[src/rtl/uart_tx_arbiter_if.sv]
// Requester/UART-side bundle for the UART transmit arbiter.
interface uart_tx_arbiter_if #(
    parameter int unsigned NREQ = 4
);
    logic [NREQ-1:0]   req;
    logic [8*NREQ-1:0] req_data;
    logic [NREQ-1:0]   ack;
    logic [NREQ-1:0]   grant;
    logic [7:0]        uart_data;
    logic              uart_start;
    logic              uart_busy;
    logic              err;
    logic [15:0]       byte_cnt;

    // Arbiter side
    modport master (
        input  req, req_data, uart_busy,
        output ack, grant, uart_data, uart_start, err, byte_cnt
    );

    // Requesters + UART side
    modport slave (
        output req, req_data, uart_busy,
        input  ack, grant, uart_data, uart_start, err, byte_cnt
    );
endinterface

[src/rtl/uart_tx_arbiter.sv]
// Round-robin scheduler sharing one UART transmitter among four requesters.
module uart_tx_arbiter #(
    parameter int unsigned NREQ         = 4,
    parameter int unsigned BUSY_TIMEOUT = 16
) (
    input  logic               clk,
    input  logic               rst,
    uart_tx_arbiter_if.master  bus
);
    localparam int unsigned IDX_W = $clog2(NREQ);
    localparam int unsigned CNT_W = $clog2(BUSY_TIMEOUT);
    localparam int unsigned BCW   = 16;

    typedef enum logic [1:0] {IDLE, WAIT_BUSY, WAIT_DONE, GAP} state_t;

    state_t             r_state, w_state;
    logic [IDX_W-1:0]   r_last, w_last;
    logic [CNT_W-1:0]   r_cnt, w_cnt;
    logic [NREQ-1:0]    r_grant, w_grant;
    logic [NREQ-1:0]    r_ack, w_ack;
    logic [7:0]         r_data, w_data;
    logic               r_start, w_start;
    logic               r_err, w_err;
    logic [BCW-1:0]     r_byte_cnt, w_byte_cnt;

    logic               w_found;
    logic [IDX_W-1:0]   w_idx;
    logic [IDX_W-1:0]   w_cand;
    logic [7:0]         w_byte;

    // Round-robin search starting one past the previous winner
    always_comb begin
        w_found = 1'b0;
        w_idx   = r_last;
        w_cand  = r_last;
        for (int unsigned i = 0; i < NREQ; i++) begin
            w_cand = r_last + IDX_W'(i + 1);
            if (!w_found && bus.req[w_cand]) begin
                w_found = 1'b1;
                w_idx   = w_cand;
            end
        end
    end

    // Byte belonging to the search winner
    always_comb begin
        w_byte = 8'h00;
        for (int unsigned i = 0; i < NREQ; i++) begin
            if (w_idx == IDX_W'(i)) begin
                w_byte = bus.req_data[i*8 +: 8];
            end
        end
    end

    // State register and registered outputs
    always_ff @(posedge clk) begin
        if (rst) begin
            r_state    <= IDLE;
            r_last     <= IDX_W'(NREQ - 1);
            r_cnt      <= '0;
            r_grant    <= '0;
            r_ack      <= '0;
            r_data     <= 8'h00;
            r_start    <= 1'b0;
            r_err      <= 1'b0;
            r_byte_cnt <= '0;
        end else begin
            r_state    <= w_state;
            r_last     <= w_last;
            r_cnt      <= w_cnt;
            r_grant    <= w_grant;
            r_ack      <= w_ack;
            r_data     <= w_data;
            r_start    <= w_start;
            r_err      <= w_err;
            r_byte_cnt <= w_byte_cnt;
        end
    end

    // Next-state and next-output logic; strobes default low
    always_comb begin
        w_state    = r_state;
        w_last     = r_last;
        w_cnt      = r_cnt;
        w_grant    = r_grant;
        w_data     = r_data;
        w_start    = 1'b0;
        w_ack      = '0;
        w_err      = 1'b0;
        w_byte_cnt = r_byte_cnt;
        case (r_state)
            IDLE: begin
                if (w_found) begin
                    w_grant = NREQ'(1) << w_idx;
                    w_data  = w_byte;
                    w_start = 1'b1;
                    w_last  = w_idx;
                    w_cnt   = '0;
                    w_state = WAIT_BUSY;
                end
            end
            WAIT_BUSY: begin
                if (bus.uart_busy) begin
                    w_state = WAIT_DONE;
                end else if (r_cnt == CNT_W'(BUSY_TIMEOUT - 1)) begin
                    w_ack   = r_grant;
                    w_err   = 1'b1;
                    w_state = GAP;
                end else begin
                    w_cnt = r_cnt + CNT_W'(1);
                end
            end
            WAIT_DONE: begin
                if (!bus.uart_busy) begin
                    w_ack      = r_grant;
                    w_byte_cnt = r_byte_cnt + BCW'(1);
                    w_state    = GAP;
                end
            end
            GAP: begin
                // Requests are ignored here so the acked owner can withdraw
                w_grant = '0;
                w_state = IDLE;
            end
            default: w_state = IDLE;
        endcase
    end

    assign bus.ack        = r_ack;
    assign bus.grant      = r_grant;
    assign bus.uart_data  = r_data;
    assign bus.uart_start = r_start;
    assign bus.err        = r_err;
    assign bus.byte_cnt   = r_byte_cnt;
endmodule

[src/flat_wrapper.sv]
// flat-port wrapper written by rule: the top's interface ports become plain ports
module uart_tx_arbiter_flat 
#(
    parameter int unsigned NREQ         = 4,
    parameter int unsigned BUSY_TIMEOUT = 16
)
  (clk, rst, bus_req, bus_req_data, bus_uart_busy, bus_ack, bus_grant, bus_uart_data, bus_uart_start, bus_err, bus_byte_cnt);
  uart_tx_arbiter_if #(.NREQ(NREQ)) bus_i ();
  input  logic clk;
  input  logic rst;
  input wire logic [$bits(bus_i.req)-1:0] bus_req;
  input wire logic [$bits(bus_i.req_data)-1:0] bus_req_data;
  input wire logic [$bits(bus_i.uart_busy)-1:0] bus_uart_busy;
  output wire logic [$bits(bus_i.ack)-1:0] bus_ack;
  output wire logic [$bits(bus_i.grant)-1:0] bus_grant;
  output wire logic [$bits(bus_i.uart_data)-1:0] bus_uart_data;
  output wire logic [$bits(bus_i.uart_start)-1:0] bus_uart_start;
  output wire logic [$bits(bus_i.err)-1:0] bus_err;
  output wire logic [$bits(bus_i.byte_cnt)-1:0] bus_byte_cnt;
  assign bus_i.req = bus_req;
  assign bus_i.req_data = bus_req_data;
  assign bus_i.uart_busy = bus_uart_busy;
  assign bus_ack = bus_i.ack;
  assign bus_grant = bus_i.grant;
  assign bus_uart_data = bus_i.uart_data;
  assign bus_uart_start = bus_i.uart_start;
  assign bus_err = bus_i.err;
  assign bus_byte_cnt = bus_i.byte_cnt;
  uart_tx_arbiter #(.NREQ(NREQ), .BUSY_TIMEOUT(BUSY_TIMEOUT)) u_core (.clk(clk), .rst(rst), .bus(bus_i));
endmodule
[config.mk]
export PLATFORM = sky130hd
export DESIGN_NAME = uart_tx_arbiter_flat
export DESIGN_NICKNAME = d
export VERILOG_FILES = /design/src/rtl/uart_tx_arbiter_if.sv /design/src/rtl/uart_tx_arbiter.sv /design/src/flat_wrapper.sv
export SDC_FILE = /design/constraint.sdc
export NUM_CORES = 1
export LEC_CHECK = 0
export BUFFER_PORTS_ARGS = -buffer_cell sky130_fd_sc_hd__buf_2
export CAP_MARGIN = 10
export CORE_MARGIN = 4
export CORE_UTILIZATION = 46
export CTS_BUF_LIST = sky130_fd_sc_hd__clkbuf_4 sky130_fd_sc_hd__clkbuf_8
export DETAILED_ROUTE_END_ITERATION = 6
export PLACE_DENSITY = 0.77
export SLEW_MARGIN = 20
export SYNTH_ARGS = -nofsm -noshare
export SYNTH_HDL_FRONTEND = slang
export SYNTH_SLANG_ARGS = --single-unit
[constraint.sdc]
create_clock -name clk -period 1.6 [get_ports clk]
set_input_delay 0.16 -clock clk [delete_from_list [all_inputs] [get_ports clk]]
set_output_delay 0.16 -clock clk [all_outputs]
set_load 0.02 [all_outputs]
==> results by group <==
Run status
  – Status: complete, no violations

Timing
  – Tmin final: 1586 ps
  – Worst slew pin tran: 565.9 ps
  – Crit share post-route: 99.15%
  – Setup violators final: 0
  – Endpoints failing hold: 0
  – Worst slew margin: 62.10%
  – Fmax: 0.6304 GHz
  – Setup slack after layout: 13.60 ps
  – Setup_tns: 0 ps
  – Worst hold slack: 189.5 ps
  – Max Clock Skew: 3.536 ps
  – Unrepaired setup endpoints after global routing: true
  – Slew Viols, Final: 0

Synthesis
  – Mapped Cells: 239
  – Top cells by area, synth: dfxtp_1 40%, a211oi_1 5.7%, and3_1 5.7%
  – Cell accounting for the most synthesized area: dfxtp_1
  – Post-synth top area share: 40.14%
  – Post-synth EDFFs: 0
  – Syn nets: 284
  – YS warnings: 0
  – Syn avg cell area: 8.764 um^2
  – Seq/Total Area, Yosys: 40.14%
  – #FFs+latches synth: 42
  – Post-synthesis cell type count: 40
  – Synth Flop Type: dfxtp_1
  – Netlist Area Pre-Place: 0.002095 mm^2
  – Post-synthesis async set-or-reset flop share: 0%

Finish
  – Multi-input gate area: 0.001388 mm^2
  – Final instance area: 0.003039 mm^2
  – Layout area overhead: 45.10%
  – Fraction of layout cells with a size suffix above 1: 48.08%
  – Nets@finish: 383
  – Layout Cells excl Fill: 391
  – FF/Latch Area: 857.1 um^2
  – Fin util: 69.32%
  – Fillers: 344
  – Diodes inserted: 0

Global route
  – Initial antenna violation count: 0
  – Pin count of the biggest net entering global routing: 28
  – First-pass GRT wire length: 8266 um
  – Vias in the first global route: 1896
  – Total track usage: 18.56%
  – Gr ovfl total: 0

Floorplanning
  – Core area: 0.004384 mm^2
  – Initial Util: 47.77%
  – Row Count: 24
  – I/O pins: 73
  – Vert. Die Dim: 75.48 um
  – Die ar.: 0.005696 mm^2
  – Chip width: 75.48 um

Power and ir drop
  – Peak supply drop: 0.0008497 V
  – Leakage: 1.411 nW
  – Total power: 4.573 mW
  – Power Density: 1505 mW/mm^2

Clock network
  – Hold Buf Count CTS: 0
  – Clock latency on the worst-skew pair: 300 ps
  – Htree depth: 2
  – CTS sink count: 42
  – CTS root buf: clkbuf_8
  – Clk slew on worst S/H paths: 80 ps
  – CTS buffer count: 5
  – CTS tree: built
  – Deepest clock path buffer count: 2

Worst setup path
  – Crit Path Class: reg2reg
  – CP Max Fanout: 6
  – Crit path DAT: 1780 ps
  – CP endpoint kind: register
  – CP Data Required Time: 1790 ps
  – Worst Setup Start Kind: register

Drt
  – Met2 wire len: 3020 um
  – Via/cell ratio: 5.499
  – Initial DRT Pass Iterations: 4
  – DRT Wirelength: 5878 um
  – M1 WL: 2447 um
  – DR top layer: met4
  – Routed Antenna Nets: 0
  – Wire per inst: 15.03 um
  – Via count: 2150
  – DRC Markers: 0
  – WL met3: 330 um
  – Initial DRC count: 50

Place
  – GPL Wtd Cong: 0.7651
  – Post-DP HPWL: 3939 um
  – Pre-CTS WS: -80.53 ps
  – IO buf count: 72
  – Placed cell count: 378
  – DP Area: 0.002689 mm^2

Job
  – Max Cap Viol: 0

Min path
  – Tightest Hold Check Type: in2reg
## path summary, 6_finish.rpt
| path | startpoint | endpoint | slack [ps] | cells after the start |
|---|---|---|---|---|
| hold / removal | bus_req_data[16] | u_core.bus.uart_data[0]$_SDFFE_PP0P_ | 190 | 3 |
| hold reg to reg | u_core.bus.uart_data[5]$_SDFFE_PP0P_ | u_core.bus.uart_data[5]$_SDFFE_PP0P_ | 470 | 2 |
| setup reg to reg | u_core.r_last[0]$_SDFFE_PP1P_ | u_core.bus.uart_data[4]$_SDFFE_PP0P_ | 10 | 6 |
| setup / recovery | u_core.r_last[0]$_SDFFE_PP1P_ | u_core.bus.uart_data[4]$_SDFFE_PP0P_ | 10 | 6 |
## critical path, cell delays in order, from the launching register on
cell and delay, ps:
dfxtp_4 380, nand2b_4 130, o211ai_1 230, buf_4 250
and3_1 190, a211oi_2 220, o31ai_1 90
## cells in the mapped netlist (6+ instances only)
cell      count
dfxtp_1      42
nor2_1       25
and3_1       19
a211oi_1     16
nand3_1      14
nand2_1      12
o31ai_1       8
xor2_1        8
a21oi_1       7
and2_1        7
inv_1         7
clkbuf_1      6
ha_1          6
o21ai_0       6
## where the power goes
| part | switching, mW | internal, mW |
|---|---|---|
| Sequential | 0.127 | 1.25 |
| Combinational | 1.28 | 1.06 |
| Clock | 0.387 | 0.468 |
| Total | 1.79 | 2.78 |
## layer usage
metal  GRT usage [%]  vias up
met5               0        -
met4           6.408        0
met3           4.090        8
met2           32.50       62
met1           22.34     1006
li1                -     1074
## placed cells by master (no fill, tap or decap), drive strengths merged, types with 5 or more instances in the layout
cell    synthesis  routed
nand2          13      13
o31ai           8       8
nor2b           5       5
nand4           5       5
nand2b          5       5
and3           19      19
dfxtp          42      42
buf             6     103
ha              6       6
and2            7       7
o21ai           9       9
nor2           25      25
inv             7       8
nand3          14      14
xor2            8       8
a211oi         16      16
clkbuf          6       5
a21oi           7       7
## kinds of logic (layout without fill, tap and decap cells)
group                    count (synthesis)  in the layout  share of synthesized area (%)
flip-flops                              42             42                          40.14
AO/OA/AOI/OAI                           52             53                          18.10
buffers and inverters                   19            118                          3.703
adder cells (fa/ha/maj)                  6              6                          3.584
AND/OR/NAND/NOR                        105            105                          28.02
multiplexers                             3              3                          1.434
XOR/XNOR                                12             12                          5.018
## registers in the layout (all words and copies together), names as in the netlist
name,count
u_core.bus.ack,4
u_core.bus.grant,4
u_core.bus.uart_start,1
u_core.r_cnt,4
u_core.bus.err,1
u_core.r_last,2
u_core.bus.byte_cnt,16
u_core.bus.uart_data,8
u_core.r_state,2
## area by class of cell
cell class / count / share of cell area (%)
Timing Repair Buffer: 103 / 19.43
Clock inverter: 3 / 1.441
Clock buffer: 5 / 2.264
Inverter: 7 / 0.8646
Tap cell: 52 / 2.141
Multi-Input combinational cell: 179 / 45.66
Sequential cell: 42 / 28.20
## timing repair
action,in CTS,in global routing
pin swaps,1,25
endpoints found under the setup margin,20,31
gates resized for setup,7,44
cloned,0,2
setup buffers,1,2
Power figures use the tool's default switching activity.
